<file path="config.mk">
export PLATFORM = sky130hd
export DESIGN_NAME = axi_lite_regfile
export DESIGN_NICKNAME = d
export VERILOG_FILES = /design/src/rtl/axi_lite_pkg.sv /design/src/rtl/axi_lite_wr_collect.sv /design/src/rtl/axi_lite_regfile.sv
export SDC_FILE = /design/constraint.sdc
export NUM_CORES = 1
export LEC_CHECK = 0
export CORE_AREA = 2 2 452 454
export CTS_BUF_LIST = sky130_fd_sc_hd__clkbuf_8
export DETAILED_ROUTE_END_ITERATION = 10
export DIE_AREA = 0 0 454 456
export HOLD_SLACK_MARGIN = 0.06
export PLACE_DENSITY_LB_ADDON = 0.1
export SLEW_MARGIN = 15
export SYNTH_ARGS = -nofsm -noshare
export SYNTH_HDL_FRONTEND = slang
export SYNTH_SLANG_ARGS = --single-unit
</file>
<file path="constraint.sdc">
create_clock -name clk -period 3.21 [get_ports clk]
set_input_delay 0.642 -clock clk [delete_from_list [all_inputs] [get_ports clk]]
set_output_delay 0.642 -clock clk [all_outputs]
set_load 0.005 [all_outputs]
</file>
<file path="src/rtl/axi_lite_pkg.sv">
// rtl/axi_lite_pkg.sv - shared types, response codes and byte-lane merge for the AXI-Lite register file
package axi_lite_pkg;

    localparam int AXI_DATA_W = 32;
    localparam int AXI_STRB_W = AXI_DATA_W / 8;

    typedef logic [1:0] resp_t;

    localparam resp_t RESP_OKAY   = 2'b00;
    localparam resp_t RESP_SLVERR = 2'b10;

    typedef enum logic [1:0] {
        W_COLLECT,
        W_COMMIT,
        W_RESP
    } wstate_t;

    // Replace only the byte lanes whose strobe bit is set
    function automatic logic [AXI_DATA_W-1:0] apply_wstrb(
        input logic [AXI_DATA_W-1:0] old_val,
        input logic [AXI_DATA_W-1:0] new_val,
        input logic [AXI_STRB_W-1:0] strb
    );
        logic [AXI_DATA_W-1:0] merged;
        merged = old_val;
        for (int b = 0; b < AXI_STRB_W; b++) begin
            if (strb[b]) begin
                merged[8*b +: 8] = new_val[8*b +: 8];
            end
        end
        return merged;
    endfunction

endpackage

</file>
<file path="src/rtl/axi_lite_wr_collect.sv">
// rtl/axi_lite_wr_collect.sv - independent AW/W acceptance into holding registers
module axi_lite_wr_collect
    import axi_lite_pkg::*;
#(
    parameter int ADDR_WIDTH = 12,
    parameter int DATA_WIDTH = 32
) (
    input  logic                    clk,
    input  logic                    rst_n,
    input  logic                    accept_en,
    input  logic                    clear,
    input  logic [ADDR_WIDTH-1:0]   awaddr,
    input  logic                    awvalid,
    output logic                    awready,
    input  logic [DATA_WIDTH-1:0]   wdata,
    input  logic [DATA_WIDTH/8-1:0] wstrb,
    input  logic                    wvalid,
    output logic                    wready,
    output logic [ADDR_WIDTH-1:0]   held_addr,
    output logic [DATA_WIDTH-1:0]   held_data,
    output logic [DATA_WIDTH/8-1:0] held_strb,
    output logic                    both_held,
    output logic                    both_held_next
);

    logic aw_held;
    logic w_held;
    logic aw_hs;
    logic w_hs;

    // Ready is a function of registered state only; forced low while reset is asserted
    assign awready = rst_n & accept_en & ~aw_held;
    assign wready  = rst_n & accept_en & ~w_held;

    assign aw_hs = awvalid & awready;
    assign w_hs  = wvalid & wready;

    assign both_held      = aw_held & w_held;
    assign both_held_next = (aw_held | aw_hs) & (w_held | w_hs);

    // Latch each channel independently; the commit cycle releases both holds
    always_ff @(posedge clk or negedge rst_n) begin
        if (!rst_n) begin
            aw_held   <= 1'b0;
            w_held    <= 1'b0;
            held_addr <= '0;
            held_data <= '0;
            held_strb <= '0;
        end else if (clear) begin
            aw_held <= 1'b0;
            w_held  <= 1'b0;
        end else begin
            if (aw_hs) begin
                aw_held   <= 1'b1;
                held_addr <= awaddr;
            end
            if (w_hs) begin
                w_held    <= 1'b1;
                held_data <= wdata;
                held_strb <= wstrb;
            end
        end
    end

endmodule

</file>
<file path="src/rtl/axi_lite_regfile.sv">
// rtl/axi_lite_regfile.sv - AXI4-Lite slave with parametrised register file and read-only status slots
module axi_lite_regfile
    import axi_lite_pkg::*;
#(
    parameter int                             ADDR_WIDTH = 12,
    parameter int                             DATA_WIDTH = 32,
    parameter int                             NUM_REGS   = 16,
    parameter logic [NUM_REGS-1:0]            RO_MASK    = '0,
    parameter logic [NUM_REGS*DATA_WIDTH-1:0] RST_VAL    = '0
) (
    input  logic                           clk,
    input  logic                           rst_n,
    input  logic [ADDR_WIDTH-1:0]          AWADDR,
    input  logic [2:0]                     AWPROT,
    input  logic                           AWVALID,
    output logic                           AWREADY,
    input  logic [DATA_WIDTH-1:0]          WDATA,
    input  logic [DATA_WIDTH/8-1:0]        WSTRB,
    input  logic                           WVALID,
    output logic                           WREADY,
    output logic                           BVALID,
    input  logic                           BREADY,
    output logic [1:0]                     BRESP,
    input  logic [ADDR_WIDTH-1:0]          ARADDR,
    input  logic [2:0]                     ARPROT,
    input  logic                           ARVALID,
    output logic                           ARREADY,
    output logic                           RVALID,
    input  logic                           RREADY,
    output logic [DATA_WIDTH-1:0]          RDATA,
    output logic [1:0]                     RRESP,
    output logic [NUM_REGS*DATA_WIDTH-1:0] reg_out,
    input  logic [NUM_REGS*DATA_WIDTH-1:0] status_in,
    output logic [NUM_REGS-1:0]            wr_pulse
);

    localparam int IDX_W = ADDR_WIDTH - 2;

    wstate_t                 wstate;
    logic [DATA_WIDTH-1:0]   regs [NUM_REGS];

    logic [ADDR_WIDTH-1:0]   held_addr;
    logic [DATA_WIDTH-1:0]   held_data;
    logic [DATA_WIDTH/8-1:0] held_strb;
    logic                    both_held;
    logic                    both_held_next;

    logic [IDX_W-1:0]        widx;
    logic [IDX_W-1:0]        ridx;
    logic                    w_hit;
    logic                    rd_hit;
    logic [DATA_WIDTH-1:0]   rd_word;
    logic                    ar_hs;
    logic                    unused_ok;

    assign unused_ok = ^{AWPROT, ARPROT, held_addr[1:0], ARADDR[1:0], both_held};

    axi_lite_wr_collect #(
        .ADDR_WIDTH (ADDR_WIDTH),
        .DATA_WIDTH (DATA_WIDTH)
    ) u_wr_collect (
        .clk            (clk),
        .rst_n          (rst_n),
        .accept_en      (wstate == W_COLLECT),
        .clear          (wstate == W_COMMIT),
        .awaddr         (AWADDR),
        .awvalid        (AWVALID),
        .awready        (AWREADY),
        .wdata          (WDATA),
        .wstrb          (WSTRB),
        .wvalid         (WVALID),
        .wready         (WREADY),
        .held_addr      (held_addr),
        .held_data      (held_data),
        .held_strb      (held_strb),
        .both_held      (both_held),
        .both_held_next (both_held_next)
    );

    assign widx = held_addr[ADDR_WIDTH-1:2];
    assign ridx = ARADDR[ADDR_WIDTH-1:2];

    // Write target is in range and not a status slot
    always_comb begin
        w_hit = 1'b0;
        for (int i = 0; i < NUM_REGS; i++) begin
            if (widx == IDX_W'(i) && !RO_MASK[i]) begin
                w_hit = 1'b1;
            end
        end
    end

    // Read mux: status slots come straight from fabric, others from the array
    always_comb begin
        rd_hit  = 1'b0;
        rd_word = '0;
        for (int i = 0; i < NUM_REGS; i++) begin
            if (ridx == IDX_W'(i)) begin
                rd_hit  = 1'b1;
                rd_word = RO_MASK[i] ? status_in[i*DATA_WIDTH +: DATA_WIDTH] : regs[i];
            end
        end
    end

    // Flatten the register array onto the fabric-facing bus
    always_comb begin
        reg_out = '0;
        for (int i = 0; i < NUM_REGS; i++) begin
            reg_out[i*DATA_WIDTH +: DATA_WIDTH] = regs[i];
        end
    end

    // Write FSM: collect both channels, commit for one cycle, then hold the response
    always_ff @(posedge clk or negedge rst_n) begin
        if (!rst_n) begin
            wstate   <= W_COLLECT;
            BVALID   <= 1'b0;
            BRESP    <= RESP_OKAY;
            wr_pulse <= '0;
            for (int i = 0; i < NUM_REGS; i++) begin
                regs[i] <= RST_VAL[i*DATA_WIDTH +: DATA_WIDTH];
            end
        end else begin
            wr_pulse <= '0;
            case (wstate)
                W_COLLECT: begin
                    if (both_held_next) begin
                        wstate <= W_COMMIT;
                    end
                end
                W_COMMIT: begin
                    for (int i = 0; i < NUM_REGS; i++) begin
                        if (widx == IDX_W'(i) && !RO_MASK[i]) begin
                            regs[i]     <= apply_wstrb(regs[i], held_data, held_strb);
                            wr_pulse[i] <= 1'b1;
                        end
                    end
                    BRESP  <= w_hit ? RESP_OKAY : RESP_SLVERR;
                    BVALID <= 1'b1;
                    wstate <= W_RESP;
                end
                W_RESP: begin
                    if (BREADY) begin
                        BVALID <= 1'b0;
                        wstate <= W_COLLECT;
                    end
                end
                default: wstate <= W_COLLECT;
            endcase
        end
    end

    assign ARREADY = rst_n & ~RVALID;
    assign ar_hs   = ARVALID & ARREADY;

    // Read channel: capture data at the address handshake and hold it until taken
    always_ff @(posedge clk or negedge rst_n) begin
        if (!rst_n) begin
            RVALID <= 1'b0;
            RDATA  <= '0;
            RRESP  <= RESP_OKAY;
        end else if (ar_hs) begin
            RVALID <= 1'b1;
            RDATA  <= rd_hit ? rd_word : '0;
            RRESP  <= rd_hit ? RESP_OKAY : RESP_SLVERR;
        end else if (RVALID && RREADY) begin
            RVALID <= 1'b0;
        end
    end

endmodule

</file>
* Yosys cells after proc, flatten, opt, wreduce, memory -nomap -nowiden
Index checks and enable logic that the tools add are counted.
** Storage, ports and cells
- Bits in registers :: 618
- Bits in latches :: 0
- RAM bits :: 0
- Memory bits (read-only) :: 0
- Input bits :: 585
- Output and inout bits :: 569
- Memories kept :: 0
** Cells by class
- Add/subtract/negate cells :: 0
- Multipliers :: 0
- Divide/modulo/power cells :: 0
- $lt $le $gt $ge :: 0
- Equality and inequality tests :: 34
- Shifts and indexed selects :: 0
- Multiplexer cells :: 78
- Bitwise gates (word level) :: 14
- Reduce and logical (&&, ||, !) cells :: 76
** Operators by type and width (count)
- $mux 32 :: 17
- $reduce_and 3->1 :: 64
- $eq 10x4->1 const B :: 16
- $eq 10x3->1 const B :: 8
- $mux 1 :: 54
- $eq 10x2->1 const B :: 4
- $eq 10x1->1 const B :: 2
- $logic_not 10->1 :: 2
- $mux 16 :: 1
- $and 1x1->1 :: 8
- $mux 2 :: 4
- $reduce_and 2->1 :: 4
- $reduce_bool 2->1 :: 4
- $pmux 2 s3 :: 1
- $ne 2x2->1 const B :: 2
- $not 1->1 :: 4
- $eq 2x1->1 const B :: 1
- $eq 2x2->1 const B :: 1
- $logic_not 2->1 :: 1
- $or 1x1->1 :: 2
- $pmux 1 s2 :: 1
- $logic_and 1x1->1 :: 1

* Logic depth before layout (Yosys ltp)
Gate-level depths: netlist of the first run.
- Word-level depth :: 18
- Gate-level depth with buffers :: 11
- Depth with buffers taken out :: 6

* Cells and area by module
From an unflattened synthesis of the first run, not the netlist that was laid out.
** Second synthesis, totals
- Cell total of the unflattened synthesis :: 2302
- Area total of the unflattened synthesis :: 28865.2 µm²
** Modules (own cells, without submodules)
- axi_lite_regfile :: times used 1, cells an instance 2189, area an instance 26947.1 µm², seq. area each 14163.6 µm²
- axi_lite_wr_collect :: times used 1, cells an instance 113, area an instance 1918.1 µm², seq. area each 1251.2 µm²

* Least setup slack after synthesis of the first run
No wires, ideal clock.
- Kind :: input port to flip-flop
- Start :: in ARADDR[7]
- End :: reg RDATA[20]
- Arrival :: 2434 ps
- Data required time :: 3074 ps
- Path slack :: 641 ps
- Stages on the path :: 8
- Buffers on the path :: 2
- Cells stage by stage :: or4_4 -> buf_6 -> or4_4 -> buf_6 -> o22ai_1 -> o31ai_1 -> o31ai_1 -> a22oi_1
** Between the ends
- Cells in the longest elaborated chain, start to end :: 18
- Elaborated cells on any way between the ends :: 49
- Classes of those cells :: eq/ne: 15; mux: 33; reduce/logical: 1
** RTL lines
- start: declaration :: RTL line axi_lite_regfile.sv:24 : input logic [ADDR_WIDTH-1:0] ARADDR,
- $logic_not 10->1 :: RTL line axi_lite_regfile.sv:98 : if (ridx == IDX_W'(i)) begin
- $mux 32 / $mux 1 (equally long branches) (16 in series) :: RTL line axi_lite_regfile.sv:98
- $mux 32 * :: RTL line axi_lite_regfile.sv:164 : RDATA <= rd_hit ? rd_word : '0;
- end signal: assignment :: RTL line axi_lite_regfile.sv:164
- end: declaration :: RTL line axi_lite_regfile.sv:30 : output logic [DATA_WIDTH-1:0] RDATA,
Mark *: on every way between the ends. The rest lies on a longest branch, timed or not.
A chain may end at the register's enable or synchronous reset.

* Worst setup path in the final report of the first run
- Start :: reg wstate[1]
- End :: reg regs, in the netlist reg_out[385]
** Between the ends
- Cells in the longest elaborated chain, start to end :: 2
** RTL lines
- start: declaration :: RTL line axi_lite_regfile.sv:39 : wstate_t wstate;
- start signal: assignment :: RTL line axi_lite_regfile.sv:116 : wstate <= W_COLLECT;
- start signal: assignment :: RTL line axi_lite_regfile.sv:128 : wstate <= W_COMMIT;
- start signal: assignment :: RTL line axi_lite_regfile.sv:140 : wstate <= W_RESP;
- $eq 2x1->1 :: RTL line axi_lite_regfile.sv:125 : case (wstate)
- $reduce_and 3->1 (no line)
- end signal: indexed assignment :: RTL line axi_lite_regfile.sv:121 : regs[i] <= RST_VAL[i*DATA_WIDTH +: DATA_WIDTH];
- end signal: indexed assignment :: RTL line axi_lite_regfile.sv:134 : regs[i] <= apply_wstrb(regs[i], held_data, held_strb);
- end: declaration :: RTL line axi_lite_regfile.sv:40 : logic [DATA_WIDTH-1:0] regs [NUM_REGS];
Every way passes these cells.

==> results.md, run 1 <==
- Dpl hpwl: roughly 140000 um
- Core ar.: 202000 sq um
- Main synth FF type: dfrtp_1
- DRT iter0 DRCs: 1366
- Worst setup SP type: flop
- Most common cell in the netlist: dfrtp_1
- Fmax achieved: 324 MHz
- Avg Cell Area, Syn: between 10 and 15 sq um
- Slew Limit Fails: 0
- Cells after Synth: around 2200
- Fin. Hold Viols: 0
- P&R area growth vs syn: 52.5%
- Clk pin slew, worst setup/hold paths: 60 ps
- Die W: 454 um
- Synthesized area: 27900 sq um
- Post-synth EDFFs: 0
- Max incr delay on CP: ~610 ps
- Final nets: 3687
- GPL Wtd Cong: between 0.7 and 0.8
- Ys async rst share: 100%
- Layout cell share with drive strength beyond 1: 35.5%
- Initial antenna violation count: 18
- Drt wl/cell: roughly 32 um
- Ys Warns: 0
- Worst-Margin Slew: roughly 1000 ps
- PD cells: 503 nW/um^2
- Initial Utilization: 13.8%
- Post-CTS Setup Bufs: 0
- Clk buf depth: 3
- Rel. slew slack: 32.3%
- Vias/cell: 3.93
- Crit Path Class: reg2reg
- Max_cap viols: 0
- Critical path cell sequence: and2b_1 -> nor3b_2 -> buf_4 -> nand3_1 -> nor2_2 -> nand2_1 -> mux2_2
- Dpl cells: 5633
- Critical path arrival: ~3900 ps
- Unrepaired setup endpoints after global routing: no
- Skew-Pair Late Insertion Delay: 920 ps
- Final core utilization: 21.1%
- Pin count of the biggest net entering global routing: 113
- Setup-failing EPs final: 0
- Total congestion overflow: 0
- # port buffers: approximately 630
- CTS tree: done
- # DRC: 0
- H-tree Lvls: 4
- Sequential area share after synthesis: 55.1%
- Final Cycle Share: 96.2%
- Internal reg-to-reg setup slack: 120 ps
- Routed Antenna Nets: 0
- First-pass GRT wire length: 247000 um
- Total die area: between 200000 and 250000 sq um
- Largest cells by area after synthesis: dfrtp_1 (55%), mux2_2 (23%), nand2_1 (2.2%)
- Crit-path max FO: 8
- # fillers: 21900
- Crit-path slowest cell: nor2_2
- Hold Path Class: in2reg
- Total GRT Usage: 18.1%
- Yosys cell types: 78
- CTS root buf: clkbuf_8
- Post-layout min period: 3090 ps
- Vias in the first global route: approximately 25000
- Yosys top cell area share: 55.1%
- TritonCTS Buffers: 138
- Layout Skew: 61.3 ps
- Initial DRT Pass Iterations: 7
- List of most frequent post-synthesis cells: dfrtp_1 (614), mux2_2 (566), nand2_1 (163)
- Outcome: completed
- Via count: around 23000
- LEAKAGE: 18.6 nW
- Worst vdd ir: 0.312 mV
- Fin cells: 5866
- Clk sinks: 614
- Yosys reg bits: just over 600
- Final WL: roughly 190000 um
- Crit end category: flop
- Cell taking the most area after synthesis: dfrtp_1
- Number of placed I/O pins: 1154
- Required @ worst endpoint: 4000 ps
- Std-Cell Rows: around 170
- Die Y: 456 um
power by group:
part,switching (W),internal (W)
registers,0.00175,0.00824
clock network,0.00420,0.00492
logic,0.00108,0.00117
total,0.00703,0.0143
cell usage in the layout (no fill, tap or decap), types with 10 or more instances in the layout:
master and n:
nor2b_1 13, buf_12 48, mux2_2 566, nor2_1 76, inv_1 54, nand3_1 13
nor2_2 11, o221ai_1 16, o211ai_1 11, a211oi_1 13, a221oi_1 31, nand2_2 21
o21ai_0 100, mux4_2 23, dfrtp_1 614, mux2i_1 36, a22oi_1 39, clkdlybuf4s50_1 625
a21oi_1 76, clkbuf_8 161, o22ai_1 19, nand2_1 161, buf_4 243, diode_2 11
a32oi_1 10
through the flow:
| stage | worst slack, ps | total power, W | instance area (sq um) | setup TNS, ps | hold slack [ps] |
|---|---|---|---|---|---|
| after floorplan | 641 | 0.0103 | 27900 | 0 | 346 |
| after global placement | -440 | 0.0125 | 39800 | -5960 | 461 |
| after detailed placement | -428 | 0.0125 | 39800 | -5880 | 479 |
| after CTS | 32.6 | 0.0219 | 42500 | 0 | 211 |
| after global routing | 38.2 | 0.0225 | 42500 | 0 | 264 |
| final | 122 | 0.0214 | 42500 | 0 | 299 |
state kept, by name, summed over array words and instances (netlist names), 2 cells and up:
name                    flops
reg_out                   512
RDATA                      32
u_wr_collect.held_data     32
wr_pulse                   16
u_wr_collect.held_addr     10
u_wr_collect.held_strb      4
wstate                      2
logic make-up after synthesis:
| group | share of synthesized area [%] |
|---|---|
| multiplexers | 26.2 |
| flip-flops | 55.1 |
| AO/OA/AOI/OAI | 9.50 |
| AND/OR/NAND/NOR | 6.80 |
| buffers and inverters | 2.35 |
| XOR/XNOR | 0.0314 |
| other | 0.0135 |
metal layers:
layer | routed length (um) | vias to the layer above | GRT usage [%] | share of wire [%]
met5 | 0 | - | 0 | 0
met4 | 6300 | 0 | 5.92 | 3.3
met3 | 9180 | 218 | 3.93 | 4.8
met2 | 95900 | 677 | 31.5 | 50
met1 | 78800 | 12200 | 21.8 | 41
li1 | - | 9955 | - | -
final cells by class:
class	instances	area, sq um	area share (%)
diodes	11	27.5	0.0648
clock buffers	161	2220	5.21
clock inverters	60	440	1.04
inverters	14	52.6	0.124
multi-input cells	1413	12000	28.1
flip-flops and latches	614	15400	36.2
well taps	2672	3340	7.87
repair buffers	921	9090	21.4
final timing paths:
check | startpoint | endpoint | cells past startpoint
min reg2reg | RDATA[18] | RDATA[18] | 2
max reg2reg | wstate[1] | reg_out[385] | 7
min in group asynchronous | rst_n | reg_out[430] | 3
max | wstate[1] | reg_out[385] | 7
min | RREADY | RVALID | 2
max in group asynchronous | rst_n | reg_out[70] | 4
worst max-delay path: cells and delay by family (launching register included):
family                 cells  cell delay [ps]
multiplexers               1              430
flip-flops                 1              430
buffers and inverters      1              200
AND/OR/NAND/NOR            5             1890
what timing repair did:
item | in CTS | in global routing
endpoints found under the setup margin | 0 | 4
hold endpoints to repair | 214 | 0
hold buffers | 1 | 0
resized for setup | 0 | 2
No activity file was read; power rests on OpenSTA's default activity.
==> run 2: changes to the inputs <==
--- a/config.mk
+++ b/config.mk
@@ -9,7 +9,6 @@
 export CTS_BUF_LIST = sky130_fd_sc_hd__clkbuf_8
 export DETAILED_ROUTE_END_ITERATION = 10
 export DIE_AREA = 0 0 454 456
-export HOLD_SLACK_MARGIN = 0.06
 export PLACE_DENSITY_LB_ADDON = 0.1
 export SLEW_MARGIN = 15
 export SYNTH_ARGS = -nofsm -noshare
==> constraint.sdc (replaced) <==
create_clock -name clk -period 3.21 [get_ports clk]
set_input_delay 0.642 -clock clk [delete_from_list [all_inputs] [get_ports clk]]
set_output_delay 0.642 -clock clk [all_outputs]
set_load 0.01 [all_outputs]
==> run 2 against run 1 <==
  * Sequential power about the same
  * Fmax down 1.8%
  * Final cell count up 0.22%
  * Critical path depth down 2
  * Register-to-register slack better by 110 ps
  * Largest cell class unchanged
  * Cell area about the same
  * Count of clock-buffer cells in the layout up 9
==> results.md, run 2 (synthesis gave the netlist of run 1 again) <==
- Outcome: completed
- Dpl cells: 5631 (-0.036%)
- DRT iter0 DRCs: 1238 (-9.4%)
- Number of placed I/O pins: 1154 (unchanged)
- Clk sinks: 614 (unchanged)
- Crit Path Class: in2out
- Critical path arrival: 2500 ps (-1380 ps)
- Worst-Margin Slew: 980 ps (-31.8 ps)
- P&R area growth vs syn: 52.6% (about the same)
- Slew Limit Fails: 0 (unchanged)
- Max FFs per register: 512 (unchanged)
- TritonCTS Buffers: 139 (+0.72%)
- Crit-path max FO: 6 (-2)
- Initial antenna violation count: 20 (+2)
- Total GRT Usage: 18.0% (-0.042 points)
- Levels on crit path: 5 (-2)
- DP Worst Slack: -372 ps (+56.5 ps)
- Initial Utilization: 13.8% (unchanged)
- Post-CTS Setup Bufs: 0 (unchanged)
- Initial DRT Pass Iterations: 5 (-2)
- Final Cycle Share: 98.0% (+1.8 points)
- CTS root buf: clkbuf_8
- Worst vdd ir: 0.266 mV (-15%)
- Vias/cell: 3.96 (+0.70%)
- Commonest cells after routing, fill and taps aside: clkdlybuf4s50_1 (625), dfrtp_1 (614), mux2_2 (566)
- Fin worst setup slack: 64.1 ps (-58.0 ps)
- Worst Reg-to-Reg Cells: 6 (-1)
- CTS tree: done
- Dpl hpwl: 144000 um (-0.35%)
- Max incr delay on CP: 630 ps (+20 ps)
- Total congestion overflow: 0 (unchanged)
- # port buffers: 629 (unchanged)
- Buf/Inv on CP: 3 (+2)
- Vias in the first global route: 24800 (+0.97%)
- Crit end category: output pin
- Die Y: 456 um (unchanged)
- Post-cts sizing count: 0 (unchanged)
- Setup-failing EPs final: 0 (unchanged)
- Commonest non-fill, non-tap cell in the layout: clkdlybuf4s50_1
- Post-layout min period: 3150 ps (+58.0 ps)
- Core ar.: 202000 sq um (unchanged)
- Final nets: 3686 (-0.027%)
- Rel. slew slack: 34.7% (+2.3 points)
- Die W: 454 um (unchanged)
- Final WL: 190000 um (-0.27%)
- Clk buf depth: 3 (unchanged)
- Hold Path Depth: 2 (unchanged)
- Crit-path slowest cell: dlygate4sd3_1
- Layout cell share with drive strength beyond 1: 35.4% (-0.12 points)
- Clk pin slew, worst setup/hold paths: 60 ps (about the same)
- Max_cap viols: 0 (unchanged)
- Routed Antenna Nets: 0 (unchanged)
- Fin cells: 5879 (+0.22%)
- Fin. Hold Viols: 0 (unchanged)
- Drt wl/cell: 32.3 um (-0.49%)
- Fmax achieved: 318 MHz (-1.8%)
- Skew-Pair Late Insertion Delay: 910 ps (about the same)
- GPL Wtd Cong: 0.777 (+0.22%)
- # DRC: 0 (unchanged)
- Hold Path Class: in2reg
- First-pass GRT wire length: 247000 um (-0.20%)
- Pin count of the biggest net entering global routing: 127 (+12%)
- Total die area: 207000 sq um (unchanged)
- PD cells: 502 nW/um^2 (about the same)
- Required @ worst endpoint: 2570 ps (-1430 ps)
- H-tree Lvls: 4 (unchanged)
- Delay-heaviest family, CP: buffers and inverters
- Layout Skew: 61.0 ps (-0.344 ps)
- Worst setup SP type: primary input
- Via count: 23300 (+0.92%)
- Std-Cell Rows: 165 (unchanged)
- LEAKAGE: 18.7 nW (+0.50%)
- Overall Power: 0.0214 W (about the same)
- Critical path cell sequence: dlygate4sd3_1 -> buf_8 -> nand2_1 -> nor2_1 -> clkdlybuf4s50_1
-- run 2: cell types whose count changed in the layout (fill, tap and decap cells not counted), moves of 2 or more --
cell        before  now
diode_2         11    8
buf_4          243  240
inv_6            3    5
inv_1           54   66
clkinv_2         3    5
bufinv_16        5    1
clkinvlp_4       4    1
clkbuf_8       161  170
-- run 2: routing by layer --
metal	part of all wire [%]	up-vias	track usage (%)
li1	-	9991	-
met1	41	12300	21.4
met2	49	743	30.5
met3	5.6	281	4.43
met4	4.5	6	7.97
met5	0.023	-	0
-- run 2: final timing paths --
path,start,endpoint,slack [ps]
worst max-delay path,rst_n,WREADY,60
worst min-delay path,RREADY,RVALID,310
worst max register to register,u_wr_collect.held_addr[7],reg_out[410],230
worst min register to register,RDATA[18],RDATA[18],490
max in group asynchronous,rst_n,reg_out[297],1330
min in group asynchronous,rst_n,RVALID,510
-- run 2: layout make-up --
class | count | area, sq um
Multi-Input combinational cell | 1413 | 12000
Fill cell | 21800 | 159000
Antenna cell | 8 | 20.0
Tap cell | 2672 | 3340
Timing Repair Buffer | 919 | 9090
Clock inverter | 69 | 365
Inverter | 14 | 52.6
Clock buffer | 170 | 2340
Sequential cell | 614 | 15400
-- run 2: where the power goes --
part | switching, W | internal [W] | total, W
Clock | 0.00418 | 0.00484 | 0.00903
Sequential | 0.00178 | 0.00824 | 0.0100
Combinational | 0.00114 | 0.00117 | 0.00231
-- run 2: stage by stage --
stage          area, sq um  TNS [ps]  utilization, %  hold slack (ps)
6_report             42500         0            21.1              308
5_1_grt              42500     -5.94            21.1              242
4_1_cts              42500         0            21.1              181
3_5_place_dp         39800     -3700            19.7              475
3_3_place_gp         39800     -3510            19.7              473
2_1_floorplan        27900         0               -              346
-- run 2: worst reg2reg max path: stages, from the launching register on --
cell and delay [ps]:
dfrtp_1 390, nor4_2 260, buf_4 180, or3b_1 490
nor2_2 550, nand2_1 530, mux2_2 460
-- run 2: repair_timing --
item	4_1_cts	5_1_grt
endpoints found under the hold margin	100	0
hold buffers	1	0
endpoints found under the setup margin	0	0
